--- src/rtl/matrix_panel_rx.sv ---
// Receiver for a serial LED-matrix scan bus: rebuilds full RGB rows and reports framing errors.
// Sizes come from the MATRIX_NUM/MATRIX_SIZE/TOTAL_WIDTH macros; define RX_SEQ_CHECK_EN to enable row-order checking.
`ifndef MATRIX_NUM
`define MATRIX_NUM 4
`endif
`ifndef MATRIX_SIZE
`define MATRIX_SIZE 8
`endif
`ifndef TOTAL_WIDTH
`define TOTAL_WIDTH (2*`MATRIX_SIZE)
`endif

// state      | meaning
// RX_IDLE    | no row in progress
// RX_SHIFT   | shifting column bits, bit_cnt counts them
// RX_WAIT_EN | complete row held, waiting for enable fall
// RX_HELD    | row just presented on the outputs
module matrix_panel_rx #(
    parameter int MATRIX_NUM  = `MATRIX_NUM,
    parameter int MATRIX_SIZE = `MATRIX_SIZE,
    parameter int TOTAL_WIDTH = `TOTAL_WIDTH
) (
    input  logic                              clk_i,
    input  logic                              rst_i,
    input  logic                              col_shift_clk_i,
    input  logic                              led_latch_i,
    input  logic                              led_en_i,
    input  logic [4:0]                        led_sel_i,
    input  logic [MATRIX_NUM-1:0]             led_r_i,
    input  logic [MATRIX_NUM-1:0]             led_g_i,
    input  logic [MATRIX_NUM-1:0]             led_b_i,
    output logic                              row_valid_o,
    output logic [1:0]                        row_matrix_o,
    output logic [2:0]                        row_idx_o,
    output logic [MATRIX_NUM*TOTAL_WIDTH-1:0] row_r_o,
    output logic [MATRIX_NUM*TOTAL_WIDTH-1:0] row_g_o,
    output logic [MATRIX_NUM*TOTAL_WIDTH-1:0] row_b_o,
    output logic                              frame_done_o,
    output logic                              len_err_o,
    output logic                              seq_err_o,
    output logic [15:0]                       row_count_o
);
    localparam int W   = TOTAL_WIDTH;
    localparam int BUS = MATRIX_NUM * W;
    localparam int CW  = $clog2(W + 2);
    localparam logic [CW-1:0] CNT_FULL = CW'(W);
    localparam logic [CW-1:0] CNT_SAT  = CW'(W + 1);
    localparam logic [1:0]    LAST_M   = 2'(MATRIX_NUM - 1);
    localparam logic [2:0]    LAST_R   = 3'(MATRIX_SIZE - 1);

    typedef enum logic [1:0] {RX_IDLE, RX_SHIFT, RX_HELD, RX_WAIT_EN} rx_state_t;

    rx_state_t       state, eff_state, next_state;
    logic [CW-1:0]   bit_cnt, eff_cnt, next_cnt;
    logic            shift_q, latch_q, en_q;
    logic            shift_edge, latch_rise, en_fall;
    logic            dropped, capture, emit, bad_len;
    logic [BUS-1:0]  sr_r, sr_g, sr_b;
    logic [BUS-1:0]  sr_r_upd, sr_g_upd, sr_b_upd;
    logic [BUS-1:0]  hold_r, hold_g, hold_b;

    always_ff @(posedge clk_i or negedge rst_i) begin
        if (!rst_i) begin
            shift_q <= 1'b0;
            latch_q <= 1'b0;
            en_q    <= 1'b1;
        end else begin
            shift_q <= col_shift_clk_i;
            latch_q <= led_latch_i;
            en_q    <= led_en_i;
        end
    end

    assign shift_edge = ~shift_q & col_shift_clk_i;
    assign latch_rise = ~latch_q & led_latch_i;
    assign en_fall    = en_q & ~led_en_i;

    always_ff @(posedge clk_i or negedge rst_i) begin
        if (!rst_i) begin
            state   <= RX_IDLE;
            bit_cnt <= '0;
        end else begin
            state   <= next_state;
            bit_cnt <= next_cnt;
        end
    end

    // A shift edge is applied before the latch check, so eff_* is the post-shift view.
    always_comb begin
        eff_state  = state;
        eff_cnt    = bit_cnt;
        dropped    = 1'b0;
        if (shift_edge) begin
            if (state == RX_SHIFT) begin
                eff_cnt = (bit_cnt == CNT_SAT) ? bit_cnt : bit_cnt + CW'(1);
            end else begin
                eff_cnt   = CW'(1);
                eff_state = RX_SHIFT;
                dropped   = (state == RX_WAIT_EN);
            end
        end
        next_state = eff_state;
        next_cnt   = eff_cnt;
        case (eff_state)
            RX_SHIFT: begin
                if (latch_rise) begin
                    next_cnt   = '0;
                    next_state = (eff_cnt == CNT_FULL) ? RX_WAIT_EN : RX_IDLE;
                end
            end
            RX_WAIT_EN: if (en_fall) next_state = RX_HELD;
            RX_HELD:    next_state = RX_IDLE;
            default:    next_state = RX_IDLE;
        endcase
    end

    always_comb begin
        capture = 1'b0;
        emit    = 1'b0;
        bad_len = dropped;
        case (eff_state)
            RX_IDLE, RX_HELD: if (latch_rise) bad_len = 1'b1;
            RX_SHIFT: begin
                if (latch_rise) begin
                    if (eff_cnt == CNT_FULL) capture = 1'b1;
                    else                     bad_len = 1'b1;
                end
            end
            RX_WAIT_EN: emit = en_fall;
            default: ;
        endcase
    end

    always_comb begin
        sr_r_upd = sr_r;
        sr_g_upd = sr_g;
        sr_b_upd = sr_b;
        if (shift_edge) begin
            for (int m = 0; m < MATRIX_NUM; m++) begin
                sr_r_upd[m*W +: W] = {led_r_i[m], sr_r[m*W+1 +: W-1]};
                sr_g_upd[m*W +: W] = {led_g_i[m], sr_g[m*W+1 +: W-1]};
                sr_b_upd[m*W +: W] = {led_b_i[m], sr_b[m*W+1 +: W-1]};
            end
        end
    end

    always_ff @(posedge clk_i or negedge rst_i) begin
        if (!rst_i) begin
            sr_r   <= '0;
            sr_g   <= '0;
            sr_b   <= '0;
            hold_r <= '0;
            hold_g <= '0;
            hold_b <= '0;
        end else begin
            sr_r <= sr_r_upd;
            sr_g <= sr_g_upd;
            sr_b <= sr_b_upd;
            if (capture) begin
                hold_r <= sr_r_upd;
                hold_g <= sr_g_upd;
                hold_b <= sr_b_upd;
            end
        end
    end

    always_ff @(posedge clk_i or negedge rst_i) begin
        if (!rst_i) begin
            row_valid_o  <= 1'b0;
            frame_done_o <= 1'b0;
            len_err_o    <= 1'b0;
            row_matrix_o <= '0;
            row_idx_o    <= '0;
            row_r_o      <= '0;
            row_g_o      <= '0;
            row_b_o      <= '0;
            row_count_o  <= '0;
        end else begin
            row_valid_o  <= emit;
            frame_done_o <= emit && (led_sel_i[4:3] == LAST_M) && (led_sel_i[2:0] == LAST_R);
            len_err_o    <= bad_len;
            if (emit) begin
                row_matrix_o <= led_sel_i[4:3];
                row_idx_o    <= led_sel_i[2:0];
                row_r_o      <= hold_r;
                row_g_o      <= hold_g;
                row_b_o      <= hold_b;
                row_count_o  <= row_count_o + 16'd1;
            end
        end
    end

`ifdef RX_SEQ_CHECK_EN
    logic       exp_valid;
    logic [1:0] exp_matrix;
    logic [2:0] exp_row;
    logic [1:0] nxt_matrix;
    logic [2:0] nxt_row;

    // Expectation follows the received index, so one bad row yields one error.
    always_comb begin
        nxt_matrix = led_sel_i[4:3] + 2'd1;
        nxt_row    = led_sel_i[2:0];
        if (led_sel_i[4:3] == LAST_M) begin
            nxt_matrix = 2'd0;
            nxt_row    = (led_sel_i[2:0] == LAST_R) ? 3'd0 : led_sel_i[2:0] + 3'd1;
        end
    end

    always_ff @(posedge clk_i or negedge rst_i) begin
        if (!rst_i) begin
            exp_valid  <= 1'b0;
            exp_matrix <= '0;
            exp_row    <= '0;
            seq_err_o  <= 1'b0;
        end else begin
            seq_err_o <= emit && exp_valid &&
                         ({exp_matrix, exp_row} != led_sel_i);
            if (emit) begin
                exp_valid  <= 1'b1;
                exp_matrix <= nxt_matrix;
                exp_row    <= nxt_row;
            end
        end
    end
`else
    assign seq_err_o = 1'b0;
`endif

endmodule

--- config.mk ---
export PLATFORM = sky130hd
export DESIGN_NAME = matrix_panel_rx
export DESIGN_NICKNAME = d
export VERILOG_FILES = /design/src/rtl/matrix_panel_rx.sv
export SDC_FILE = /design/constraint.sdc
export NUM_CORES = 1
export LEC_CHECK = 0
export CAP_MARGIN = 20
export CORE_MARGIN = 10
export CORE_UTILIZATION = 50
export CTS_CLUSTER_DIAMETER = 100
export DETAILED_ROUTE_END_ITERATION = 10
export PLACE_DENSITY_LB_ADDON = 0.08
export SLEW_MARGIN = 20
export SYNTH_ARGS = -nofsm -noshare
export SYNTH_HDL_FRONTEND = slang
export SYNTH_SLANG_ARGS = --single-unit
--- constraint.sdc ---
create_clock -name clk_i -period 4.33 [get_ports clk_i]
set_clock_uncertainty 0.15 [all_clocks]
set_input_delay 0.866 -clock clk_i [delete_from_list [all_inputs] [get_ports clk_i]]
set_output_delay 0.866 -clock clk_i [all_outputs]
set_load 0.01 [all_outputs]
==> results.sh, run 1 <==
export IMPL_result_of_the_run="finished clean"
export IMPL_pwr_density_cell_nw_per_um2=447
export IMPL_timing_critical_path_from="col_shift_clk_i"
export IMPL_max_vdd_ir_drop_v=0.000292
export IMPL_post_cts_setup_buffers=0
export IMPL_syn_to_final_growth_pct=22.2
export IMPL_total_gr_overflow=0
export IMPL_final_slew_violations=0
export IMPL_detail_route_vias_per_cell=4.98
export IMPL_cts_sink_count=610
export IMPL_post_route_utilization_pct=62.0
export IMPL_r2r_start="bit_cnt[0]$_DFF_PN0_"
export IMPL_layout_nets=2427
export IMPL_hold_viol_final=0
export IMPL_initial_core_util_pct=50.7
export IMPL_detailedPlacementHpwl_um=30900
export IMPL_synthesis_area_sq_um=23100
export IMPL_ys_ff_latch=610
export IMPL_ys_warnings_count=0
export IMPL_critical_path_endpoint_type="register"
export IMPL_cts_repair_resized=0
export IMPL_number_of_synthesized_flops_with_an_enable_pin=0
export IMPL_post_synthesis_cells=2184
export IMPL_yosys_area_top_type_share_pct=66.0
export IMPL_timing_worst_slew_pin_value_ns=0.898
export IMPL_worstSetupPathType="in2reg"
export IMPL_final_min_period_over_clock_period_pct=72.6
export IMPL_max_freq_mhz=318
export IMPL_dieArea_sq_um=55200
export IMPL_grt_use_total_pct=18.3
export IMPL_synth_cell_types=44
export IMPL_rsz0062_at_grt="false"
export IMPL_grt_max_degree=196
export IMPL_postSynth_topFlopCell="sky130_fd_sc_hd__dfrtp_1"
export IMPL_tritoncts="built"
export IMPL_drc_errors=0
export IMPL_postCtsHoldBufs=0
export IMPL_post_synth_top_count_cell="sky130_fd_sc_hd__nand2_1"
export IMPL_synth_nets=2209
export IMPL_clk_insertion_delay_late_ns=0.58
export IMPL_floorplan_die_width_um=235
export IMPL_setup_worst_path_start_class="input port"
export IMPL_routed_wire_length_per_instance_um=16.5
export IMPL_synth_async_reset_ratio_pct=100
export IMPL_cts_root_buf="sky130_fd_sc_hd__clkbuf_16"
export IMPL_finalSetupTns_ns=0
export IMPL_final_layout_size_suffix_gt1_share_pct=6.54
export IMPL_n_fill_cell=3816
export IMPL_postRouteWirelength_um=50400
export IMPL_routabilityCongestion=0.791
export IMPL_antenna_left=0
export IMPL_core_area_sq_um=45600
export IMPL_dpl_instance_area_sq_um=26000
export IMPL_sequential_area_share_after_synthesis_pct=66.1
export IMPL_clkSlewWorstSetupHoldPaths_ns=0.06
export IMPL_crit_arrival_ns=3.44
export IMPL_placement_rows=78
export IMPL_via_count_of_the_first_global_routing_pass=16400
export IMPL_antenna_found_initial=3
export IMPL_first_pass_grt_wire_length_um=84500
export IMPL_post_synth_cell_area_avg_sq_um=10.6
export IMPL_leakagePower_nw=15.2
export IMPL_drt_iter0_drc=1061
export IMPL_max_slew_margin_pct=40.1
export IMPL_synth_top_cells_by_area="sky130_fd_sc_hd__dfrtp_1 (66%), sky130_fd_sc_hd__nand2_1 (19%), sky130_fd_sc_hd__mux2_1 (8.3%), sky130_fd_sc_hd__clkbuf_1 (1.4%), sky130_fd_sc_hd__mux2_2 (1.1%)"
export IMPL_synth_largest_area_cell="sky130_fd_sc_hd__dfrtp_1"
export IMPL_final_setup_violation_count=0
export IMPL_vias=15200
export IMPL_timing_critical_path_required_ns=4.63
export IMPL_worstHoldPathType="in2async"
export IMPL_max_fo_critical_path=73
export IMPL_buffer_ports_inserted=237
export IMPL_io_pins=239
export IMPL_ctsHtreeMaxLevel=3
export IMPL_die_h_um=235
export IMPL_period_minus_slack_ns=3.14
export IMPL_clk_path_buf_depth=3
export IMPL_cts_inserted_buffers=66
export IMPL_drv_max_cap_violation_count=0
export IMPL_design_area_sq_um=28200
export IMPL_synthTopCellsByCount="sky130_fd_sc_hd__nand2_1 (1178), sky130_fd_sc_hd__dfrtp_1 (609), sky130_fd_sc_hd__mux2_1 (170)"
export IMPL_firstDrtPassIters=5
layer usage:
metal  vias up  GRT usage [%]  wire, um
met3        56           4.83      2800
li1       7280              -         -
met1      7612           23.1     22200
met2       227           30.7     24700
met5         -              0        34
met4         4           4.60       624
cell families after synthesis:
| kind of cell | count (synthesis) | share of synthesized area (%) |
|---|---|---|
| xor gates and xnor gates | 17 | 0.644 |
| muxes | 194 | 9.45 |
| DFF | 610 | 66.1 |
| AOI/OAI and AO/OA | 20 | 0.612 |
| other | 1 | 0.0162 |
| adders and majority gates | 3 | 0.162 |
| buffers and inverters | 118 | 2.72 |
| and+or+nand+nor | 1221 | 20.3 |
where the power goes:
group | total, mW | internal (mW) | leakage (nW) | switching, mW
Clock | 5.69 | 3.50 | 1.10 | 2.20
Combinational | 0.683 | 0.210 | 5.71 | 0.472
Sequential | 6.24 | 6.05 | 8.40 | 0.187
Total | 12.6 | 9.76 | 15.2 | 2.86
layout make-up:
type,instances,area [sq um],area share (%)
well taps,600,751,2.66
clock buffers,95,2000,7.07
diodes,1,2.50,0.00886
inverters,4,20.0,0.0709
flip-flops and latches,610,15300,54.0
multi-input cells,1456,7230,25.6
clock inverters,18,228,0.806
repair buffers,264,2760,9.75
stage by stage:
stage | hold slack [ns] | setup slack (ns) | cells | total power, mW
detailed placement | 0.297 | 0.626 | 2934 | 7.03
global route | 0.209 | 1.05 | 3047 | 13.2
CTS | 0.178 | 1.22 | 3047 | 12.8
floorplan | 0.282 | 1.55 | 2184 | 6.71
finish | 0.165 | 1.19 | 3048 | 12.6
global placement | 0.290 | 0.649 | 2934 | 6.99
registers in the layout, indices dropped and copies added, names as in the netlist, 2 cells and up:
name and flops:
state 2, row_matrix_o 2, sr_b 64, row_r_o 64
bit_cnt 5, row_idx_o 3, sr_g 64, sr_r 64
hold_r 64, row_b_o 64, hold_b 64, row_g_o 64
hold_g 64, row_count_o 16
worst paths after layout:
path / end / slack, ns / cells after the start
worst max-delay path: hold_g[12]$_DFFE_PN0P_ / 1.19 / 7
worst min-delay path: row_g_o[53]$_DFFE_PN0P_ / 0.16 / 1
worst max register to register: hold_g[12]$_DFFE_PN0P_ / 1.31 / 7
worst min register to register: row_g_o[48]$_DFFE_PN0P_ / 0.30 / 2
max in group asynchronous: row_b_o[16]$_DFFE_PN0P_ / 2.73 / 2
min in group clk_i: row_g_o[48]$_DFFE_PN0P_ / 0.30 / 2
worst max-delay path: stages:
cell                              delay [ns]
sky130_fd_sc_hd__clkdlybuf4s50_1        0.54
sky130_fd_sc_hd__and2b_4                0.27
sky130_fd_sc_hd__mux2i_1                0.20
sky130_fd_sc_hd__a31oi_1                0.17
sky130_fd_sc_hd__nor4b_4                0.52
sky130_fd_sc_hd__buf_12                 0.41
sky130_fd_sc_hd__mux2_1                 0.38
cell usage in the layout (no fill, tap or decap), types with 9 or more instances in the layout:
| cell | count |
|---|---|
| sky130_fd_sc_hd__nand2_1 | 1178 |
| sky130_fd_sc_hd__dfrtp_1 | 609 |
| sky130_fd_sc_hd__clkdlybuf4s50_1 | 236 |
| sky130_fd_sc_hd__mux2_1 | 170 |
| sky130_fd_sc_hd__clkbuf_16 | 71 |
| sky130_fd_sc_hd__mux2_2 | 23 |
| sky130_fd_sc_hd__buf_12 | 14 |
| sky130_fd_sc_hd__nand3_1 | 13 |
| sky130_fd_sc_hd__clkbuf_8 | 13 |
| sky130_fd_sc_hd__buf_4 | 13 |
| sky130_fd_sc_hd__xnor2_1 | 12 |
| sky130_fd_sc_hd__clkbuf_1 | 11 |
| sky130_fd_sc_hd__clkinv_2 | 9 |
Power figures use the tool's default switching activity.
==> inputs of run 2 (changes only) <==
==> constraint.sdc (replaced) <==
create_clock -name clk_i -period 2.95 [get_ports clk_i]
set_clock_uncertainty 0.15 [all_clocks]
set_input_delay 0.59 -clock clk_i [delete_from_list [all_inputs] [get_ports clk_i]]
set_output_delay 0.59 -clock clk_i [all_outputs]
set_load 0.01 [all_outputs]
==> results.sh, run 2 (synthesized netlist as in run 1, its figures left out) <==
export IMPL_result_of_the_run="finished clean"
export IMPL_layout_cells_most_common="sky130_fd_sc_hd__nand2_1"
export IMPL_final_layout_size_suffix_gt1_share_pct=7.21
export IMPL_max_fo_critical_path=35
export IMPL_final_min_period_over_clock_period_pct=94.9
export IMPL_syn_to_final_growth_pct=22.0
export IMPL_firstDrtPassIters=5
export IMPL_cts_repair_resized=0
export IMPL_detail_route_vias_per_cell=4.94
export IMPL_global_route_usage_met3_pct=4.63
export IMPL_postCtsHoldBufs=1
export IMPL_grt_use_total_pct=18.0
export IMPL_switching_share_pct=22.9
export IMPL_post_route_utilization_pct=61.9
export IMPL_antenna_found_initial=3
export IMPL_setup_worst_path_start_class="register"
export IMPL_via_count_of_the_first_global_routing_pass=15800
export IMPL_timing_critical_path_required_ns=3.27
export IMPL_drt_iter0_drc=1004
export IMPL_clk_path_buf_depth=3
export IMPL_most_common_cell_type_on_the_critical_path="sky130_fd_sc_hd__mux2_1"
export IMPL_use_met2_pct=29.5
export IMPL_dieArea_sq_um=55200
export IMPL_max_vdd_ir_drop_v=0.000444
export IMPL_crit_arrival_ns=3.12
export IMPL_io_pins=239
export IMPL_cts_sink_count=610
export IMPL_initial_core_util_pct=50.7
export IMPL_cts_inserted_buffers=60
export IMPL_power_sequential_fraction_pct=51.6
export IMPL_globalRoute_busiestLayer="met2"
export IMPL_pwr_density_cell_nw_per_um2=629
export IMPL_internal_power_mw=13.7
export IMPL_layout_nets=2448
export IMPL_cts_root_buf="sky130_fd_sc_hd__clkbuf_16"
export IMPL_timing_worst_slew_pin_value_ns=0.943
export IMPL_clk_insertion_delay_late_ns=0.60
export IMPL_drc_errors=0
export IMPL_final_setup_violation_count=0
export IMPL_path_cells="ha_1 -> mux2_1 -> o211ai_1 -> a21oi_1 -> nor4b_4 -> buf_4 -> buf_12 -> mux2_1"
export IMPL_final_slew_violations=0
export IMPL_largest_stage_delay_worst_path_ns=0.43
export IMPL_floorplan_die_width_um=235
export IMPL_final_cell_mix="sky130_fd_sc_hd__nand2_1 (1178), sky130_fd_sc_hd__dfrtp_1 (609), sky130_fd_sc_hd__clkdlybuf4s50_1 (236), sky130_fd_sc_hd__mux2_1 (170), sky130_fd_sc_hd__clkbuf_16 (61)"
export IMPL_multiInputGateArea_sq_um=7230
export IMPL_max_slew_margin_pct=37.1
export IMPL_grt_use_met1_pct=23.5
export IMPL_max_freq_mhz=357
export IMPL_routed_wire_length_per_instance_um=16.2
export IMPL_post_cts_setup_buffers=0
export IMPL_ctsHtreeMaxLevel=2
export IMPL_worstHoldPathType="reg2reg"
export IMPL_grt_max_degree=126
export IMPL_register_area_sq_um=15300
export IMPL_worstSetupPathType="reg2reg"
export IMPL_hold_viol_final=0
export IMPL_detailedPlacementHpwl_um=32400
export IMPL_net_switching_power_mw=4.06
export IMPL_die_h_um=235
export IMPL_tritoncts="built"
export IMPL_period_minus_slack_ns=2.80
export IMPL_clock_power_share_pct=42.6
export IMPL_buffer_ports_inserted=237
export IMPL_rsz0062_at_grt="false"
export IMPL_n_fill_cell=3797
export IMPL_critical_path_endpoint_type="register"
export IMPL_first_pass_grt_wire_length_um=83500
export IMPL_core_area_sq_um=45600
export IMPL_vias=15200
export IMPL_postRouteWirelength_um=49700
export IMPL_routabilityCongestion=0.789
export IMPL_antenna_left=0
export IMPL_leakagePower_nw=15.2
export IMPL_placement_rows=78
export IMPL_drv_max_cap_violation_count=0
export IMPL_place_detailed_instances=2960
export IMPL_layoutNonFillerInstCount=3069
export IMPL_critical_path_slowest_cell="sky130_fd_sc_hd__dfrtp_1"
export IMPL_pwr_share_comb_pct=5.8
export IMPL_total_gr_overflow=0
export IMPL_clkSlewWorstSetupHoldPaths_ns=0.06
## run 2: per-stage QoR
stage / TNS (ns) / power [mW] / area, sq um / setup WS (ns) / hold slack (ns)
2_1_floorplan: 0 / 9.84 / 23100 / 0.378 / 0.144
3_3_place_gp: -11.20 / 10.3 / 26200 / -0.112 / 0.295
3_5_place_dp: -12.48 / 10.3 / 26200 / -0.119 / 0.297
4_1_cts: 0 / 18.0 / 28200 / 0.123 / 0.312
5_1_grt: 0 / 18.5 / 28200 / 0.0356 / 0.330
6_report: 0 / 17.7 / 28200 / 0.150 / 0.307
## run 2: final cells by class
class	count	area share [%]
multi-input combinational	1456	25.6
inverter	4	0.0710
sequential	610	54.1
clock inverter	19	0.706
tap	600	2.66
antenna	1	0.00888
clock buffer	88	6.27
timing repair buffer	291	10.5
## run 2: worst paths after layout
path	cells past startpoint	slack [ns]	end	start
max in group asynchronous	3	1.32	hold_r[39]$_DFFE_PN0P_	rst_i
worst min-delay path	2	0.31	row_r_o[53]$_DFFE_PN0P_	hold_r[53]$_DFFE_PN0P_
worst max-delay path	8	0.15	hold_b[45]$_DFFE_PN0P_	bit_cnt[1]$_DFF_PN0_
min in group asynchronous	2	0.40	row_g_o[52]$_DFFE_PN0P_	rst_i
worst min register to register	2	0.31	row_r_o[53]$_DFFE_PN0P_	hold_r[53]$_DFFE_PN0P_
worst max register to register	8	0.15	hold_b[45]$_DFFE_PN0P_	bit_cnt[1]$_DFF_PN0_
## run 2: worst max-delay path, delay by kind of cell (launching register included)
kind,cells,cell delay [ns]
adder cells (fa/ha/maj),1,0.28
multiplexers,2,0.66
AND/OR/NAND/NOR,1,0.31
buffers and inverters,2,0.50
AO/OA/AOI/OAI,2,0.32
flip-flops,1,0.43
## run 2: metal layers
metal	vias up	part of all wire, %
met5	-	0.062
met2	229	48
met4	4	1.7
met1	7541	45
met3	71	5.5
li1	7324	-
## run 2: power by group through the flow
stage / sequential, mW / combinational, mW / clock (mW)
after floorplan: 9.23 / 0.615 / 0
after global placement: 9.27 / 1.01 / 0
after detailed placement: 9.29 / 1.05 / 0
after CTS: 9.14 / 1.06 / 7.78
after global routing: 9.21 / 1.20 / 8.13
final: 9.14 / 1.03 / 7.56
==> inputs of run 3 (changes only) <==
--- a/config.mk
+++ b/config.mk
@@ -5,10 +5,11 @@
 export SDC_FILE = /design/constraint.sdc
 export NUM_CORES = 1
 export LEC_CHECK = 0
+export ABC_AREA = 0
 export CAP_MARGIN = 20
 export CORE_MARGIN = 10
-export CORE_UTILIZATION = 50
-export CTS_CLUSTER_DIAMETER = 100
+export CORE_UTILIZATION = 55
+export CTS_CLUSTER_DIAMETER = 50
 export DETAILED_ROUTE_END_ITERATION = 10
 export PLACE_DENSITY_LB_ADDON = 0.08
 export SLEW_MARGIN = 20
==> results.sh, run 3 (synthesized netlist as in run 1, its figures left out) <==
export IMPL_leakagePower_nw=15.3
export IMPL_grt_use_met1_pct=26.9
export IMPL_clk_path_buf_depth=3
export IMPL_num_antenna_cells=0
export IMPL_clk_insertion_delay_late_ns=0.61
export IMPL_final_layout_size_suffix_gt1_share_pct=7.49
export IMPL_switching_share_pct=23.1
export IMPL_initial_core_util_pct=55.3
export IMPL_critical_path_endpoint_type="register"
export IMPL_io_pins=239
export IMPL_hold_viol_final=0
export IMPL_max_freq_mhz=353
export IMPL_worst_path_stages=8
export IMPL_net_switching_power_mw=4.11
export IMPL_cp_endpoint="hold_r[54]$_DFFE_PN0P_"
export IMPL_buffer_ports_inserted=237
export IMPL_cts_sink_count=610
export IMPL_drc_errors=0
export IMPL_detail_route_vias_per_cell=5.10
export IMPL_vias=15400
export IMPL_max_slew_margin_pct=47.0
export IMPL_final_slew_violations=0
export IMPL_global_route_usage_met3_pct=4.89
export IMPL_cts_root_buf="sky130_fd_sc_hd__clkbuf_16"
export IMPL_critPathBufInv=2
export IMPL_clkSlewWorstSetupHoldPaths_ns=0.06
export IMPL_largest_stage_delay_worst_path_ns=0.46
export IMPL_detailedPlacementHpwl_um=32200
export IMPL_antenna_left=0
export IMPL_design_power_total_mw=17.8
export IMPL_timing_worst_slew_pin_value_ns=0.795
export IMPL_crit_family="multiplexers"
export IMPL_final_setup_violation_count=0
export IMPL_finalSetupTns_ns=0
export IMPL_globalRoute_busiestLayer="met2"
export IMPL_floorplan_die_width_um=225
export IMPL_post_route_utilization_pct=67.9
export IMPL_tritoncts="built"
export IMPL_clock_power_share_pct=42.6
export IMPL_power_sequential_fraction_pct=51.5
export IMPL_syn_to_final_growth_pct=22.8
export IMPL_die_h_um=225
export IMPL_reg2reg_slack_ns=0.11
export IMPL_grt_max_degree=145
export IMPL_pwr_share_comb_pct=5.9
export IMPL_first_pass_grt_wire_length_um=84700
export IMPL_timing_critical_path_required_ns=3.27
export IMPL_max_fo_critical_path=22
export IMPL_period_minus_slack_ns=2.84
export IMPL_via_count_of_the_first_global_routing_pass=16300
export IMPL_timing_critical_path_from="bit_cnt[0]$_DFF_PN0_"
export IMPL_drt_iter0_drc=859
export IMPL_result_of_the_run="finished clean"
export IMPL_grt_use_total_pct=20.3
export IMPL_postRouteWirelength_um=49900
export IMPL_path_cells="ha_1 -> mux2_1 -> o211ai_1 -> a21oi_1 -> nor4b_4 -> buf_12 -> buf_12 -> mux2_1"
export IMPL_antenna_found_initial=1
export IMPL_r2r_end="hold_r[54]$_DFFE_PN0P_"
export IMPL_setup_worst_path_start_class="register"
export IMPL_rsz0062_at_grt="false"
export IMPL_core_area_sq_um=41800
export IMPL_internal_power_mw=13.7
export IMPL_dieArea_sq_um=50600
export IMPL_firstDrtPassIters=5
export IMPL_n_fill_cell=3224
export IMPL_routed_wire_length_per_instance_um=16.5
export IMPL_placement_rows=75
export IMPL_r2r_start="bit_cnt[0]$_DFF_PN0_"
export IMPL_r2r_worst_path_cells=8
export IMPL_critical_path_slowest_cell="sky130_fd_sc_hd__dfrtp_1"
export IMPL_layout_cells_most_common="sky130_fd_sc_hd__nand2_1"
export IMPL_crit_arrival_ns=3.16
export IMPL_ctsHtreeMaxLevel=2
export IMPL_routabilityCongestion=0.788
export IMPL_layout_nets=2460
export IMPL_worstHoldPathType="reg2reg"
export IMPL_final_min_period_over_clock_period_pct=96.1
export IMPL_total_gr_overflow=0
export IMPL_final_cell_mix="sky130_fd_sc_hd__nand2_1 (1178), sky130_fd_sc_hd__dfrtp_1 (609), sky130_fd_sc_hd__clkdlybuf4s50_1 (236), sky130_fd_sc_hd__mux2_1 (170), sky130_fd_sc_hd__clkbuf_16 (63)"
export IMPL_cts_inserted_buffers=61
export IMPL_use_met2_pct=33.6
export IMPL_pwr_density_cell_nw_per_um2=627
export IMPL_worstSetupPathType="reg2reg"
export IMPL_max_vdd_ir_drop_v=0.000523
export IMPL_drv_max_cap_violation_count=0
-- run 3: changes by cell type in the layout (fill, tap and decap cells not counted), moves of 2 or more --
| cell | change |
|---|---|
| sky130_fd_sc_hd__buf_12 | +12 |
| sky130_fd_sc_hd__buf_4 | -2 |
| sky130_fd_sc_hd__bufinv_16 | -2 |
| sky130_fd_sc_hd__clkbuf_1 | +7 |
| sky130_fd_sc_hd__clkbuf_16 | +2 |
| sky130_fd_sc_hd__clkbuf_8 | +2 |
| sky130_fd_sc_hd__clkinv_2 | -6 |
-- run 3: per-stage QoR --
stage	setup slack (ns)	hold WS (ns)	cells	area [sq um]
5_1_grt	0.00236	0.296	3022	28400
3_5_place_dp	-0.244	0.302	2909	26400
2_1_floorplan	0.378	0.144	2184	23100
4_1_cts	0.0479	0.290	3021	28400
3_3_place_gp	-0.196	0.295	2909	26400
6_report	0.115	0.312	3022	28400
-- run 3: area by class of cell --
type	instances	area (sq um)	area share [%]
Clock inverter	12	116	0.410
Clock buffer	99	1870	6.60
Multi-Input combinational cell	1456	7230	25.5
Timing Repair Buffer	302	3200	11.3
Sequential cell	610	15300	53.8
Tap cell	539	674	2.38
Inverter	4	20.0	0.0706
-- run 3: power groups by stage --
stage	Sequential, mW	Combinational, mW	Clock (mW)
2_1_floorplan	9.23	0.615	0
3_3_place_gp	9.28	1.02	0
3_5_place_dp	9.30	1.06	0
4_1_cts	9.16	1.07	7.77
5_1_grt	9.23	1.23	8.15
6_report	9.16	1.05	7.58
-- run 3: how the worst min path moves through the flow --
stage / endpoint / startpoint / cells past startpoint / slack [ns]
floorplan: bit_cnt[0]$_DFF_PN0_ / rst_i / 0 / 0.14
global placement: row_r_o[22]$_DFFE_PN0P_ / hold_r[22]$_DFFE_PN0P_ / 2 / 0.30
detailed placement: row_b_o[48]$_DFFE_PN0P_ / hold_b[48]$_DFFE_PN0P_ / 2 / 0.30
CTS: en_q$_DFF_PN1_ / led_en_i / 1 / 0.29
global route: en_q$_DFF_PN1_ / led_en_i / 1 / 0.30
finish: row_g_o[23]$_DFFE_PN0P_ / hold_g[23]$_DFFE_PN0P_ / 2 / 0.31
-- run 3: worst register-to-register path, stage by stage (launching register included) --
cell                       delay (ns)
sky130_fd_sc_hd__dfrtp_1         0.46
sky130_fd_sc_hd__ha_1            0.30
sky130_fd_sc_hd__mux2_1          0.30
sky130_fd_sc_hd__o211ai_1        0.19
sky130_fd_sc_hd__a21oi_1         0.15
sky130_fd_sc_hd__nor4b_4         0.34
sky130_fd_sc_hd__buf_12          0.24
sky130_fd_sc_hd__buf_12          0.21
sky130_fd_sc_hd__mux2_1          0.37
-- run 3: repair_timing --
item / CTS / global route
endpoints found under the hold margin: 51 / 0
buffers inserted: 0 / 1
gates resized for setup: 0 / 0
hold buffers: 1 / 0
endpoints found under the setup margin: 0 / 82
-- run 3: routing by layer --
| metal | vias up | wire length [um] | share of wire [%] |
|---|---|---|---|
| met5 | - | 13 | 0.026 |
| met3 | 69 | 2710 | 5.4 |
| met2 | 282 | 24500 | 49 |
| li1 | 7375 | - | - |
| met1 | 7671 | 21900 | 44 |
| met4 | 2 | 723 | 1.4 |
